`src/rtl/rom_rd_arb.sv`:
```
// Two-requester round-robin read arbiter in front of a synchronous ROM.
// Each accepted read carries a tag down an RD_LAT-deep pipeline to route rom_q back.
module rom_rd_arb #(
  parameter int unsigned AW     = 5,
  parameter int unsigned DW     = 8,
  parameter int unsigned RD_LAT = 2
) (
  input  logic          clk,
  input  logic          rst_n,
  input  logic          req0,
  input  logic [AW-1:0] addr0,
  output logic          gnt0,
  output logic          rvalid0,
  output logic [DW-1:0] rdata0,
  input  logic          req1,
  input  logic [AW-1:0] addr1,
  output logic          gnt1,
  output logic          rvalid1,
  output logic [DW-1:0] rdata1,
  output logic [AW-1:0] rom_addr,
  input  logic [DW-1:0] rom_q
);

  logic              last_gnt;
  logic [AW-1:0]     addr_q;
  logic [RD_LAT-1:0] tag_v;
  logic [RD_LAT-1:0] tag_id;
  logic              accept;

  // Grants are gated by rst_n so nothing is offered while reset is held.
  assign gnt0   = rst_n & req0 & (~req1 | last_gnt);
  assign gnt1   = rst_n & req1 & (~req0 | ~last_gnt);
  assign accept = gnt0 | gnt1;

  always_comb begin
    rom_addr = addr_q;
    if (gnt0)
      rom_addr = addr0;
    else if (gnt1)
      rom_addr = addr1;
  end

  always_ff @(posedge clk or negedge rst_n) begin
    if (!rst_n) begin
      last_gnt <= 1'b1;
      addr_q   <= '0;
      tag_v    <= '0;
      tag_id   <= '0;
      rvalid0  <= 1'b0;
      rvalid1  <= 1'b0;
      rdata0   <= '0;
      rdata1   <= '0;
    end else begin
      if (accept) begin
        last_gnt <= gnt1;
        addr_q   <= rom_addr;
      end
      tag_v[0]  <= accept;
      tag_id[0] <= gnt1;
      for (int unsigned i = 1; i < RD_LAT; i++) begin
        tag_v[i]  <= tag_v[i-1];
        tag_id[i] <= tag_id[i-1];
      end
      // Tag leaving the last stage lines up with the ROM data for that read.
      rvalid0 <= tag_v[RD_LAT-1] & ~tag_id[RD_LAT-1];
      rvalid1 <= tag_v[RD_LAT-1] &  tag_id[RD_LAT-1];
      if (tag_v[RD_LAT-1] && !tag_id[RD_LAT-1])
        rdata0 <= rom_q;
      if (tag_v[RD_LAT-1] && tag_id[RD_LAT-1])
        rdata1 <= rom_q;
    end
  end

endmodule

```
`config.mk`:
```
export PLATFORM = sky130hd
export DESIGN_NAME = rom_rd_arb
export DESIGN_NICKNAME = d
export VERILOG_FILES = /design/src/rtl/rom_rd_arb.sv
export SDC_FILE = /design/constraint.sdc
export NUM_CORES = 1
export LEC_CHECK = 0
export ABC_AREA = 1
export CAP_MARGIN = 10
export CORE_MARGIN = 2
export CORE_UTILIZATION = 38
export DETAILED_ROUTE_END_ITERATION = 10
export PLACE_DENSITY_LB_ADDON = 0.25
export SLEW_MARGIN = 20
export SYNTH_ARGS = -nofsm -noshare
export SYNTH_HDL_FRONTEND = slang
export SYNTH_SLANG_ARGS = --single-unit
```
`constraint.sdc`:
```
create_clock -name clk -period 1.3 [get_ports clk]
set_clock_uncertainty 0.15 [all_clocks]
set_input_delay 0.325 -clock clk [delete_from_list [all_inputs] [get_ports clk]]
set_output_delay 0.325 -clock clk [all_outputs]
set_load 0.01 [all_outputs]
```
After elaboration in Yosys (flattened, before gate mapping)
Index checks and enable logic that the tools add are counted.
- muxes and demuxes: 2
- bitwise logic cells: 13
- reductions and logical operators: 3
- operators with widths (cell ; number):
    5-bit two-way mux ; 2
    1-bit AND ; 6
    1-bit inverter ; 4
    1-bit bitwise OR ; 3
    1-bit logical AND ; 2
    1-bit zero test ; 1
- register bits after elaboration: 28
- bits of input ports: 22
- output and inout port bits: 25
- logic and storage cells: 26

Logic depth before layout (Yosys ltp)
Gate-level depths: netlist (run 1).
- word-level depth: 5
- mapped depth: 5

Worst setup path after synthesis (run 1)
No wires, ideal clock.
- path type: register to output
- from: reg last_gnt
- to: out rom_addr[0]
- arrival time: 882 ps
- data required time: 825 ps
- slack: -57 ps
- stages on the path, launching flop included: 5
- path buffers: 0
- cells stage by stage: dfstp_2 inv_1 nand2_1 nand3_1 nand3_1
- word-level cells in the longest chain between the ends: 5
- elaborated cells between the ends (all ways): 7
- those cells by class: mux: 2; bitwise: 5
- RTL lines (what ; RTL line ; source):
    start: declaration ; 24 ; logic last_gnt;
    start signal: assignment ; 55 ; last_gnt <= gnt1;
    1-bit inverter ; 32 ; assign gnt1 = rst_n & req1 & (~req0 | ~last_gnt);
    1-bit bitwise OR ; 32 ;
    1-bit AND ; 32 ;
    5-bit two-way mux ; 39 ; else if (gnt1)
    5-bit two-way mux (*) ; 37 ; if (gnt0)
    end: declaration ; 20 ; output logic [AW-1:0] rom_addr,
Every way passes the cells marked *; elsewhere a longest branch is shown, timed or not.

Worst setup path after layout (run 1)
- from: reg last_gnt
- to: out rom_addr[1]
Same word-level chain as after synthesis.

==> metrics.csv, run 1 <==
metric,value,unit
fin crit share,142,%
Max Root-Sink Buffers,2,
Layout area overhead,68.5,%
clk slew on worst S/H paths,150,ps
failing checks,setup timing,
Setup crit end kind,output port,
Power Density,1210,nW/um2
Bufs and invs on worst path,2,
Pre-antenna DRT Iters,4,
buffers added on ports,46,
status,"finished, violations left",
Clock Latency Late Sink,310,ps
Worst setup SP type,register,
GPL Wtd Cong,0.724,
Fin. Hold Viols,0,
Max-cap violations,0,
first-pass GRT wire length,4730,um
TritonCTS Buffers,3,
crit path max fanout,5,
"slowest stage delay, CP",590,ps
#FFs+latches synth,28,
Detail Route Antenna Nets,0,
H-tree levels,1,
routed length per instance,13.4,um
Max Clk Rate,543,MHz
Final Max Tran Viols,0,
I/O pin count,47,
Via density,4.74,
# setup viols final,27,
total wire length,2960,um
CP dominant cell by count,nand3_2,
starting density of the core,39.2,%
Root Driver,clkbuf_4,
synthesized area,1180,um2
Crit path max-delay family,flip-flops,
synth unique cells,13,
initial antenna violation count,0,
Place WS,-1050,ps
Die H,59.7,um
worst r2r src,last_gnt$_DFFE_PN1P_,
chip width,59.7,um
"Design Area, Final",1980,um2
layout cells sized above 1,56.4,%
Final WS setup,-540,ps
core area,3000,um2
pin count of the biggest net entering global routing,29,
internal reg-to-reg setup slack,-470,ps
worst min path class,primary input to async pin,
detailed-route via count,1047,
Fillers,289,
placed instance area,1790,um2
Setup CP Type,register to output port,
final hold slack,96.2,ps
Final nets,211,
Synthesis Warnings,0,
DRT iter0 DRCs,35,
Antenna Cells,0,
grt total ovfl,0,
die area,3560,um2
RSZ-0062 raised after global routing,true,
vias in the first global route,1096,
dpl hpwl,2030,um
leakage power,1.04,nW
DRC violations left,0,
reg2reg end,addr_q[2]$_DFFE_PN0P_,
Synth Instances,112,
syn_area_per_cell,10.5,um2
CTS tree,built,
VDD IR-drop max,0.561,mV
worst slew pin tran,351,ps
worst-path cell chain,inv_2 -> nand2_4 -> nand3_2 -> nand3_2 -> buf_6,
post-synthesis net count,134,
Crit path required time,820,ps
Tot GR Track Use,17.8,%
Crit-path slowest cell,dfstp_2,
worst reg-to-reg path cell count,9,
post-synthesis sequential area ratio,59.6,%
Rel. slew slack,76.6,%
Hold Buf Count CTS,0,
crit path time final,1840,ps
# rows,20,
CTS sink count,28,
critical path arrival,1370,ps
==> synthesized netlist by cell type (all sizes together) <==
cell type	number	share of area, %
inv	15	4.8
o21ai	17	12
nand3	25	11
a21oi	1	0.42
dfstp	1	2.2
nand2	24	9.6
buf	2	2.7
dfrtp	27	57
==> cells by family (layout without fill, tap and decap cells) <==
logic type | after synthesis | count (layout) | synth area share (%)
AND/OR/NAND/NOR | 49 | 49 | 20.2
flip-flops | 28 | 28 | 59.6
AO/OA/AOI/OAI | 18 | 18 | 12.8
buffers and inverters | 17 | 93 | 7.44
==> power breakdown <==
part | total (mW) | internal (mW) | switching [mW]
combinational | 0.767 | 0.400 | 0.368
sequential | 1.08 | 1.01 | 0.0717
clock | 0.555 | 0.312 | 0.244
==> registers in the layout (all words and copies together), names as in the netlist <==
register and count:
tag_v 2, rdata0 8, rvalid1 1, addr_q 5
tag_id 2, rdata1 8, rvalid0 1, last_gnt 1
==> per-layer routing <==
metal | part of all wire [%] | global-route usage (%)
met3 | 4.4 | 1.73
met4 | 0.85 | 5.71
met5 | 0 | 0
met2 | 56 | 33.7
met1 | 39 | 20.6
==> stage by stage <==
step	TNS (ps)	utilization (%)	power (mW)	std cells
after floorplan	-36.7	-	1.43	112
after global placement	-9520	59.5	1.82	198
after detailed placement	-9880	59.5	1.85	198
after CTS	-5240	64.8	2.40	217
after global routing	-6490	66.1	2.54	221
final	-5100	66.1	2.41	221
==> timing repair <==
action,in CTS,in global routing
pin swaps,6,1
setup buffers,15,4
endpoints found under the setup margin,27,27
resized for setup,126,2
==> cell usage in the layout, fill, tap and decap left out <==
cell and instances:
clkbuf_4 3, clkdlybuf4s50_1 18, buf_4 26, dlygate4sd2_1 3
dfstp_2 1, a21oi_1 1, inv_2 1, o21ai_0 1
buf_12 1, bufinv_16 1, inv_4 3, buf_6 8
nand3_1 5, nand2_4 6, buf_2 18, nand2_1 16
nand3_4 1, dfrtp_1 27, nand3_2 19, o21ai_2 16
nand2_2 2, inv_1 11
==> worst max-delay path by stage <==
stage | start | endpoint | slack, ps | cells past startpoint
finish | last_gnt$_DFFE_PN1P_ | rom_addr[1] | -540 | 5
global route | last_gnt$_DFFE_PN1P_ | rom_addr[1] | -600 | 5
CTS | last_gnt$_DFFE_PN1P_ | rom_addr[2] | -520 | 5
detailed placement | rst_n | rom_addr[4] | -1050 | 6
global placement | rst_n | rom_addr[4] | -1030 | 6
floorplan | last_gnt$_DFFE_PN1P_ | rom_addr[0] | -7 | 4
==> layout make-up <==
class | instances | area, um2 | area share (%)
flip-flops and latches | 28 | 702 | 35.4
repair buffers | 74 | 602 | 30.3
multi-input cells | 67 | 523 | 26.4
inverters | 15 | 63.8 | 3.22
well taps | 33 | 41.3 | 2.08
clock inverters | 1 | 30.0 | 1.51
clock buffers | 3 | 22.5 | 1.13
Note: power is estimated with default switching activity, not from simulation.
==> inputs of run 2 (changes only) <==
RECOVER_POWER = 25   (was default)
==> run 2 against run 1 <==
Net effect:
- the run still ends with setup timing left
- flip-flop and latch count did not move
- cell area down 0.13%
- power hardly changed
- combinational power about the same
- hold slack better by 120 ps
- sequential power is essentially flat
- setup slack unchanged
- sequential share of layout area about the same
- core utilization down 0.083 points
- die area unchanged
- largest power group unchanged
==> metrics.csv, run 2 (synthesized netlist as in run 1, its figures left out) <==
metric,value,unit,change
status,"finished, violations left",,unchanged
failing checks,setup timing,,unchanged
worst reg-to-reg path cell count,9,,unchanged
Clock Latency Late Sink,310,ps,about the same
Pre-antenna DRT Iters,4,,unchanged
Crit-path slowest cell,dfstp_2,,unchanged
Via density,4.74,,unchanged
# setup viols final,27,,unchanged
Max-cap violations,0,,unchanged
area of the multi-input gates,523,um2,unchanged
area occupied by registers,702,um2,unchanged
Detail Route Antenna Nets,0,,unchanged
Place WS,-1050,ps,unchanged
VDD IR-drop max,0.561,mV,about the same
Final nets,211,,unchanged
pin count of the biggest net entering global routing,29,,unchanged
dpl hpwl,2030,um,unchanged
Hold Buf Count CTS,0,,unchanged
clk slew on worst S/H paths,150,ps,about the same
internal reg-to-reg setup slack,-470,ps,about the same
Setup CP Type,register to output port,,unchanged
critical path arrival,1370,ps,about the same
starting density of the core,39.2,%,unchanged
Max Clk Rate,543,MHz,unchanged
Fillers,290,,was 289
Worst setup SP type,register,,unchanged
worst slew pin tran,685,ps,was 351 ps
detailed-route via count,1047,,unchanged
CTS sink count,28,,unchanged
"Design Area, Final",1980,um2,about the same
I/O pin count,47,,unchanged
Root Driver,clkbuf_4,,unchanged
initial antenna violation count,0,,unchanged
CP dominant cell by count,nand3_2,,unchanged
DRC violations left,0,,unchanged
grt total ovfl,0,,unchanged
routed length per instance,13.4,um,unchanged
Power Density,1210,nW/um2,about the same
Layout area overhead,68.3,%,was 68.5%
buffers added on ports,46,,unchanged
DRT iter0 DRCs,35,,unchanged
crit path time final,1840,ps,unchanged
H-tree levels,1,,unchanged
layout cells sized above 1,56.4,%,unchanged
leakage power,1.04,nW,about the same
worst-path cell chain,inv_2 -> nand2_4 -> nand3_2 -> nand3_2 -> buf_6,,unchanged
Top Registers,"rdata0 (8), rdata1 (8), addr_q (5)",,unchanged
crit path max fanout,5,,unchanged
total wire length,2960,um,unchanged
final hold slack,219,ps,was 96.2 ps
TritonCTS Buffers,3,,unchanged
RSZ-0062 raised after global routing,true,,unchanged
Power Total,2.41,mW,about the same
TNS Setup,-5100,ps,unchanged
Setup crit end kind,output port,,unchanged
Final WS setup,-540,ps,unchanged
CTS tree,built,,unchanged
most frequent cells in the layout,"dfrtp_1 (27), buf_4 (25), nand3_2 (19)",,"was dfrtp_1 (27), buf_4 (26), nand3_2 (19)"
Die H,59.7,um,unchanged
fin crit share,142,%,unchanged
GPL Wtd Cong,0.724,,unchanged
core area,3000,um2,unchanged
die area,3560,um2,unchanged
vias in the first global route,1096,,unchanged
worst min path class,primary input to async pin,,unchanged
Fin. Hold Viols,0,,unchanged
Antenna Cells,0,,unchanged
Rel. slew slack,54.3,%,was 76.6%
Crit path required time,820,ps,about the same
Max Root-Sink Buffers,2,,unchanged
placed instance area,1790,um2,unchanged
chip width,59.7,um,unchanged
Tot GR Track Use,17.8,%,unchanged
# rows,20,,unchanged
first-pass GRT wire length,4730,um,unchanged
"slowest stage delay, CP",590,ps,about the same
"most common cell after layout, fill and taps aside",dfrtp_1,,unchanged
Final Max Tran Viols,0,,unchanged
[run 2: cell count changes in the layout (fill, tap and decap cells not counted)]
cell,change
clkbuf_2,+1
buf_4,-1
[run 2: path summary, 6_finish.rpt]
path,startpoint,to
max,last_gnt$_DFFE_PN1P_,rom_addr[1]
min,rst_n,addr_q[0]$_DFFE_PN0P_
max in group asynchronous,rst_n,addr_q[2]$_DFFE_PN0P_
min reg2reg,tag_v[0]$_DFF_PN0_,tag_v[1]$_DFF_PN0_
max reg2reg,last_gnt$_DFFE_PN1P_,addr_q[2]$_DFFE_PN0P_
min in group clk,tag_v[0]$_DFF_PN0_,tag_v[1]$_DFF_PN0_
[run 2: worst max-delay path, delay by kind of cell, from the launching register on]
kind	cells	cell delay [ps]
buf+inv	2	170
flops	1	590
simple gates	3	290
[run 2: area by class of cell]
class | count | area share [%]
flip-flops and latches | 28 | 35.4
inverters | 15 | 3.22
clock inverters | 1 | 1.52
multi-input cells | 67 | 26.4
well taps | 33 | 2.08
repair buffers | 74 | 30.2
clock buffers | 3 | 1.14
[run 2: stage by stage]
step,utilization [%],cells
5_1_grt,66.0,221
3_3_place_gp,59.5,198
4_1_cts,64.8,217
3_5_place_dp,59.5,198
2_1_floorplan,-,112
6_report,66.0,221
[run 2: what timing repair did]
action                                  in CTS  in global routing
gates resized for setup                    126                  2
endpoints found under the setup margin      27                 27
pin swaps                                    6                  1
setup buffers                               15                  4
[run 2: routing by layer]
| layer | wire, um | global-route usage [%] | up-vias |
|---|---|---|---|
| li1 | - | - | 519 |
| met1 | 1140 | 20.6 | 497 |
| met2 | 1660 | 33.7 | 29 |
| met3 | 129 | 1.73 | 2 |
| met4 | 25 | 5.71 | 0 |
| met5 | 0 | 0 | - |
[run 2: power breakdown]
part / leakage, nW / total [mW] / switching (mW) / internal, mW
logic: 0.665 / 0.766 / 0.368 / 0.399
clock network: 0.0279 / 0.555 / 0.244 / 0.312
registers: 0.345 / 1.08 / 0.0717 / 1.01
total: 1.04 / 2.41 / 0.683 / 1.72
